--- src/rtl/rnn_pkg.sv ---
// Shared types, address map and fixed-point helpers for the sequential RNN cell.
package rnn_pkg;

  typedef logic [2:0] state_t;

  localparam state_t IDLE      = 3'd0;
  localparam state_t BUSY      = 3'd1;
  localparam state_t WRITEBACK = 3'd2;
  localparam state_t COMMIT    = 3'd3;
  localparam state_t DONE      = 3'd4;

  localparam logic [31:0] ADDR_CTRL = 32'd0;
  localparam logic [31:0] ADDR_X    = 32'd1;
  localparam logic [31:0] ADDR_W    = 32'd2;
  localparam logic [31:0] ADDR_U    = 32'd3;
  localparam logic [31:0] ADDR_RIDX = 32'd4;
  localparam logic [31:0] ADDR_H    = 32'd5;

  localparam int unsigned ACT_LINEAR = 0;
  localparam int unsigned ACT_RELU   = 1;
  localparam int unsigned ACT_HTANH  = 2;

  function automatic logic signed [15:0] sat16(input logic signed [63:0] v);
    if (v > 64'sd32767) return 16'sh7fff;
    if (v < -64'sd32768) return 16'sh8000;
    return v[15:0];
  endfunction

  function automatic logic signed [15:0] act(input logic signed [15:0] v,
                                             input int unsigned mode,
                                             input int unsigned frac);
    logic signed [16:0] v17;
    logic signed [16:0] lim;
    logic signed [16:0] nlim;
    v17  = 17'(v);
    lim  = 17'sd1 <<< frac;
    nlim = -lim;
    if (mode == ACT_RELU) begin
      return (v < 16'sd0) ? 16'sd0 : v;
    end else if (mode == ACT_HTANH) begin
      // With FRAC=15 the limit is 32768, which sat16 has already made unreachable.
      if (v17 > lim) return lim[15:0];
      if (v17 < nlim) return nlim[15:0];
      return v;
    end
    return v;
  endfunction

endpackage

--- src/rtl/rnn_cell_seq_mac.sv ---
// Single time-shared MAC with shift / saturate / activation output stage.
module rnn_mac
  import rnn_pkg::*;
#(
  parameter int unsigned FRAC     = 0,
  parameter int unsigned ACC_W    = 40,
  parameter int unsigned ACT_MODE = 0
) (
  input  logic               clk,
  input  logic               rst_n,
  input  logic               clr,
  input  logic               en,
  input  logic signed [15:0] a,
  input  logic signed [15:0] b,
  output logic signed [15:0] result
);

  logic signed [31:0]      prod;
  logic signed [ACC_W-1:0] acc_q;
  logic signed [ACC_W-1:0] shifted;

  assign prod = a * b;

  always_ff @(posedge clk or negedge rst_n) begin
    if (!rst_n) begin
      acc_q <= '0;
    end else if (clr) begin
      acc_q <= '0;
    end else if (en) begin
      acc_q <= acc_q + ACC_W'(prod);
    end
  end

  assign shifted = acc_q >>> FRAC;
  assign result  = act(sat16(64'(shifted)), ACT_MODE, FRAC);

endmodule

--- src/rtl/rnn_cell_seq.sv ---
// Memory-mapped recurrent cell: h_t = act(W*x + U*h_{t-1}), one MAC per cycle.
module rnn_cell_seq
  import rnn_pkg::*;
#(
  parameter int unsigned IN_DIM   = 2,
  parameter int unsigned HID_DIM  = 4,
  parameter int unsigned FRAC     = 0,
  parameter int unsigned ACC_W    = 40,
  parameter int unsigned ACT_MODE = 0
) (
  input  logic        clk,
  input  logic        rst_n,
  input  logic        read,
  input  logic        write,
  input  logic [31:0] addr,
  input  logic [31:0] data_in,
  output logic [31:0] data_out
);

  localparam int unsigned IW = (IN_DIM > 1) ? $clog2(IN_DIM) : 1;
  localparam int unsigned HW = (HID_DIM > 1) ? $clog2(HID_DIM) : 1;
  localparam int unsigned KW = $clog2(IN_DIM + HID_DIM);

  logic signed [15:0] x_q  [IN_DIM];
  logic signed [15:0] w_q  [IN_DIM][HID_DIM];
  logic signed [15:0] u_q  [HID_DIM][HID_DIM];
  logic signed [15:0] h_q  [HID_DIM];
  logic signed [15:0] hn_q [HID_DIM];

  state_t          state_q;
  logic            busy_q, done_q;
  logic [HW-1:0]   j_q, ridx_q;
  logic [KW-1:0]   k_q, kh;

  logic            idle, wr_ctrl, start, clear;
  logic [7:0]      row, col;
  logic            row_in_x, row_in_h, col_in_h, xidx_ok, k_is_x;
  logic signed [15:0] mac_a, mac_b, mac_result;

  assign idle     = (state_q == IDLE) || (state_q == DONE);
  assign wr_ctrl  = write && (addr == ADDR_CTRL) && idle;
  assign start    = wr_ctrl && data_in[0];
  assign clear    = wr_ctrl && data_in[1];
  assign row      = data_in[31:24];
  assign col      = data_in[23:16];
  assign row_in_x = {1'b0, row} < 9'(IN_DIM);
  assign row_in_h = {1'b0, row} < 9'(HID_DIM);
  assign col_in_h = {1'b0, col} < 9'(HID_DIM);
  assign xidx_ok  = {1'b0, data_in[31:16]} < 17'(IN_DIM);

  // k walks the concatenated [x; h_{t-1}] vector for hidden column j.
  assign k_is_x = k_q < KW'(IN_DIM);
  assign kh     = k_q - KW'(IN_DIM);
  assign mac_a  = k_is_x ? x_q[k_q[IW-1:0]] : h_q[kh[HW-1:0]];
  assign mac_b  = k_is_x ? w_q[k_q[IW-1:0]][j_q] : u_q[kh[HW-1:0]][j_q];

  rnn_mac #(
    .FRAC    (FRAC),
    .ACC_W   (ACC_W),
    .ACT_MODE(ACT_MODE)
  ) u_mac (
    .clk   (clk),
    .rst_n (rst_n),
    .clr   (start || (state_q == WRITEBACK)),
    .en    (state_q == BUSY),
    .a     (mac_a),
    .b     (mac_b),
    .result(mac_result)
  );

  // Operand memories; frozen while a step is in flight.
  always_ff @(posedge clk or negedge rst_n) begin
    if (!rst_n) begin
      for (int r = 0; r < IN_DIM; r++) begin
        x_q[r] <= '0;
        for (int c = 0; c < HID_DIM; c++) w_q[r][c] <= '0;
      end
      for (int r = 0; r < HID_DIM; r++) begin
        for (int c = 0; c < HID_DIM; c++) u_q[r][c] <= '0;
      end
      ridx_q <= '0;
    end else begin
      if (write && idle) begin
        if (addr == ADDR_X && xidx_ok) x_q[data_in[16+IW-1:16]] <= data_in[15:0];
        if (addr == ADDR_W && row_in_x && col_in_h) w_q[row[IW-1:0]][col[HW-1:0]] <= data_in[15:0];
        if (addr == ADDR_U && row_in_h && col_in_h) u_q[row[HW-1:0]][col[HW-1:0]] <= data_in[15:0];
      end
      if (write && addr == ADDR_RIDX && ({1'b0, data_in[7:0]} < 9'(HID_DIM))) begin
        ridx_q <= data_in[HW-1:0];
      end
    end
  end

  always_ff @(posedge clk or negedge rst_n) begin
    if (!rst_n) begin
      state_q <= IDLE;
      busy_q  <= 1'b0;
      done_q  <= 1'b0;
      j_q     <= '0;
      k_q     <= '0;
      for (int i = 0; i < HID_DIM; i++) begin
        h_q[i]  <= '0;
        hn_q[i] <= '0;
      end
    end else begin
      case (state_q)
        IDLE, DONE: begin
          // Clear lands on the same edge as start, so the step sees h = 0.
          if (clear) begin
            for (int i = 0; i < HID_DIM; i++) h_q[i] <= '0;
          end
          if (start) begin
            state_q <= BUSY;
            busy_q  <= 1'b1;
            done_q  <= 1'b0;
            j_q     <= '0;
            k_q     <= '0;
          end
        end
        BUSY: begin
          if (k_q == KW'(IN_DIM + HID_DIM - 1)) state_q <= WRITEBACK;
          else k_q <= k_q + KW'(1);
        end
        WRITEBACK: begin
          hn_q[j_q] <= mac_result;
          if (j_q == HW'(HID_DIM - 1)) begin
            state_q <= COMMIT;
          end else begin
            j_q     <= j_q + HW'(1);
            k_q     <= '0;
            state_q <= BUSY;
          end
        end
        COMMIT: begin
          for (int i = 0; i < HID_DIM; i++) h_q[i] <= hn_q[i];
          state_q <= DONE;
          busy_q  <= 1'b0;
          done_q  <= 1'b1;
        end
        default: state_q <= IDLE;
      endcase
    end
  end

  always_ff @(posedge clk or negedge rst_n) begin
    if (!rst_n) begin
      data_out <= '0;
    end else if (read) begin
      if (addr == ADDR_CTRL) data_out <= {30'b0, done_q, busy_q};
      else if (addr == ADDR_H) data_out <= {{16{h_q[ridx_q][15]}}, h_q[ridx_q]};
      else data_out <= '0;
    end
  end

endmodule
--- config.mk ---
export PLATFORM = sky130hd
export DESIGN_NAME = rnn_cell_seq
export DESIGN_NICKNAME = d
export VERILOG_FILES = /design/src/rtl/rnn_pkg.sv /design/src/rtl/rnn_cell_seq_mac.sv /design/src/rtl/rnn_cell_seq.sv
export SDC_FILE = /design/constraint.sdc
export NUM_CORES = 2
export LEC_CHECK = 0
export ABC_AREA = 0
export CAP_MARGIN = 25
export CELL_PAD_IN_SITES_DETAIL_PLACEMENT = 0
export CELL_PAD_IN_SITES_GLOBAL_PLACEMENT = 1
export CORE_MARGIN = 1
export CORE_UTILIZATION = 57
export CTS_BUF_LIST = sky130_fd_sc_hd__clkbuf_2
export CTS_CLUSTER_DIAMETER = 200
export DETAILED_ROUTE_END_ITERATION = 8
export PLACE_DENSITY = 0.95
export SLEW_MARGIN = 15
export SYNTH_ARGS = -nofsm -noshare
export SYNTH_HDL_FRONTEND = slang
export SYNTH_SLANG_ARGS = --single-unit
--- constraint.sdc ---
create_clock -name clk -period 16.05 [get_ports clk]
set_input_delay 3.21 -clock clk [delete_from_list [all_inputs] [get_ports clk]]
set_output_delay 3.21 -clock clk [all_outputs]
set_load 0.02 [all_outputs]
==> results.json <==
{
  "dieWidth_um": 266,
  "antenna_found_initial": 4,
  "wl_per_cell_um": 22.3,
  "grt_usage": 0.296,
  "fin_setup_tns_ns": 0,
  "syn_area_per_cell_um2": 11.8,
  "p_leak_nw": 21.9,
  "avgViaCountPerCell": 5.99,
  "slew_headroom": 0.265,
  "boundaryPins": 100,
  "synth_cell_type_count": 72,
  "yosys_register_bits": 612,
  "power.net_switching_mw": 0.701,
  "drt_iter0_markers": 2137,
  "htreeDepth": 4,
  "clkPwrFrac": 0.392,
  "cts_sinks": 612,
  "start_util": 0.577,
  "synth_area_leaders": "dfrtp_1 (39%), fa_1 (17%), mux2_2 (12%), mux4_2 (7.6%), inv_1 (4.1%)",
  "combPwrFrac": 0.030,
  "crit_path_end_kind": "register",
  "worstSetupPathType": "reg -> reg",
  "hpwl_um": 69200,
  "grt_pass1_wl_um": 159000,
  "yosys_warnings": 0,
  "multiInputGateArea_um2": 21800,
  "ys_seq_area_frac": 0.386,
  "power_frac_seq": 0.579,
  "yosys.area.top_type": "dfrtp_1",
  "period_share": 0.593,
  "clk_pin_slew_worst_paths_ns": 0.11,
  "worstPathRequired_ns": 17.30,
  "max_cap_viol_count": 0,
  "grt_max_degree": 186,
  "setup_ws_ns": 6.53,
  "swShare": 0.263,
  "setup_viol": 0,
  "hold_viol_final": 0,
  "cp_max_fo": 36,
  "post_synth_instance_area_um2": 39700,
  "cts_buffers": 155,
  "cts.repair.resized": 0,
  "root_buffer": "clkbuf_2",
  "ir_drop_mv": 0.0823,
  "hold_class": "reg -> reg",
  "cts_hold_buffers": 0,
  "io_buffers": 99,
  "pre_cts_slack_ns": 6.55,
  "outcome": "completed",
  "totalWireLength_um": 100000,
  "die_y_um": 266,
  "ant_nets": 0,
  "tritoncts": "done",
  "final_cell_mix": "dfrtp_1 (609), inv_1 (430), mux2_2 (421), fa_1 (330), nor2_1 (264)",
  "async_reset_ff_frac": 1.00,
  "drc": 0,
  "ff_latch_area_um2": 15300,
  "min_period_ns": 9.52,
  "fill_cells": 5361,
  "path_common_cell": "fa_1",
  "die-area_um2": 70600,
  "cts_setup_buffers": 0,
  "gp_congestion": 0.882,
  "arrival_ns": 10.77,
  "worst_path_largest_cell_delay_ns": 0.80,
  "area_growth_pct": 8.23,
  "synth_edf_count": 0,
  "final_layout_size_suffix_gt1_frac": 0.251,
  "gr-total-overflow": 0,
  "tightest_slew_ns": 1.10,
  "nNetsFinal": 3976,
  "power_density_nw_per_um2": 62.1,
  "rsz0062_at_grt": "no",
  "syn-num-nets": 3872,
  "synth_top_area_share": 0.386,
  "power.internal_mw": 1.96,
  "finClkSkew_ns": 0.115,
  "critPathSlowestCell": "dfrtp_4",
  "syn_inst": 3353,
  "final_common_cell": "dfrtp_1",
  "fmax_mhz": 105,
  "slew_violations": 0,
  "startpoint_type": "register",
  "firstDrtPassIters": 5,
  "synth_flop_cell": "dfrtp_1",
  "core_area_um2": 68700,
  "grt_pass1_vias": 28600,
  "clk_latency_ns": 1.35,
  "vias": 26900,
  "clk_path_buf_depth": 3,
  "row_count": 96
}
## area by class of cell
type / count / share of cell area
tap: 931 / 0.0271
clock buffer: 220 / 0.0257
clock inverter: 35 / 0.00516
inverter: 431 / 0.0377
antenna: 5 / 0.000291
multi-input combinational: 2093 / 0.507
timing repair buffer: 164 / 0.0397
sequential: 612 / 0.357
## registers in the layout, indices dropped and copies added, names as in the netlist
signal and flops:
done_q 1, hn_q 64, state_q 3, data_out 16
busy_q 1, u_mac.acc_q 40, ridx_q 2, u_q 256
h_q 64, k_q 3, w_q 128, x_q 32
j_q 2
## cells in the mapped netlist (all sizes together), types with 13 or more instances
cell    count
nor4       16
ha        121
nand3      29
buf        84
xnor2      24
nand2     229
or2        17
a21o       28
nand2b     19
mux4      134
mux2      421
a31oi      13
a21oi     113
mux2i      20
o21ai      79
dfrtp     612
inv       430
a22o       70
clkbuf    133
nor3       23
nand4      18
nor2      266
fa        330
## logic make-up (layout without fill, tap and decap cells)
kind of cell | after synthesis | in the layout | share of synthesized area
muxes | 575 | 575 | 0.201
AOI/OAI and AO/OA | 377 | 377 | 0.0633
and+or+nand+nor | 659 | 659 | 0.0730
other | 0 | 5 | 0
DFF | 612 | 612 | 0.386
xor gates and xnor gates | 31 | 31 | 0.00685
adders and majority gates | 451 | 451 | 0.205
buffers and inverters | 648 | 850 | 0.0653
## critical path, delay by kind of cell, from the launching register on
kind	cells	cell delay (ns)
AO/OA/AOI/OAI	6	1.77
AND/OR/NAND/NOR	5	0.45
multiplexers	2	1.21
adder cells (fa/ha/maj)	7	3.41
flip-flops	1	0.80
buffers and inverters	7	1.72
## metal layers
layer	share of wire	vias to the layer above	global-route usage	wire (um)
met5	0	-	0	0
met3	0.091	183	0.0822	9090
met2	0.48	1200	0.470	47800
met4	0.029	0	0.110	2940
met1	0.40	14000	0.390	40600
li1	-	11500	-	-
## per-stage QoR
stage	hold slack (ns)	power (mW)	area [um2]	util	cells
2_1_floorplan	0.446	1.59	39700	-	3353
3_3_place_gp	0.460	1.65	41300	0.601	4214
3_5_place_dp	0.471	1.65	41300	0.602	4218
4_1_cts	0.423	2.68	42700	0.621	4473
5_1_grt	0.468	2.77	42900	0.625	4488
6_report	0.430	2.66	42900	0.625	4491
## final timing paths
| kind | startpoint | endpoint | slack (ns) | cells past startpoint |
|---|---|---|---|---|
| min | hn_q[47] | h_q[47] | 0.43 | 1 |
| min reg2reg | hn_q[47] | h_q[47] | 0.43 | 1 |
| max reg2reg | k_q[0] | u_mac.acc_q[39] | 6.53 | 27 |
| max in group asynchronous | rst_n | u_q[176] | 11.74 | 3 |
| max | k_q[0] | u_mac.acc_q[39] | 6.53 | 27 |
| min in group asynchronous | rst_n | h_q[32] | 1.97 | 1 |
## power groups by stage
stage,logic (mW),registers [mW],clock network [mW]
floorplan,0.0156,1.57,0
global placement,0.0774,1.57,0
detailed placement,0.0779,1.57,0
CTS,0.0781,1.54,1.07
global route,0.0869,1.54,1.14
finish,0.0786,1.54,1.04
(Power assumes the default switching activity.)
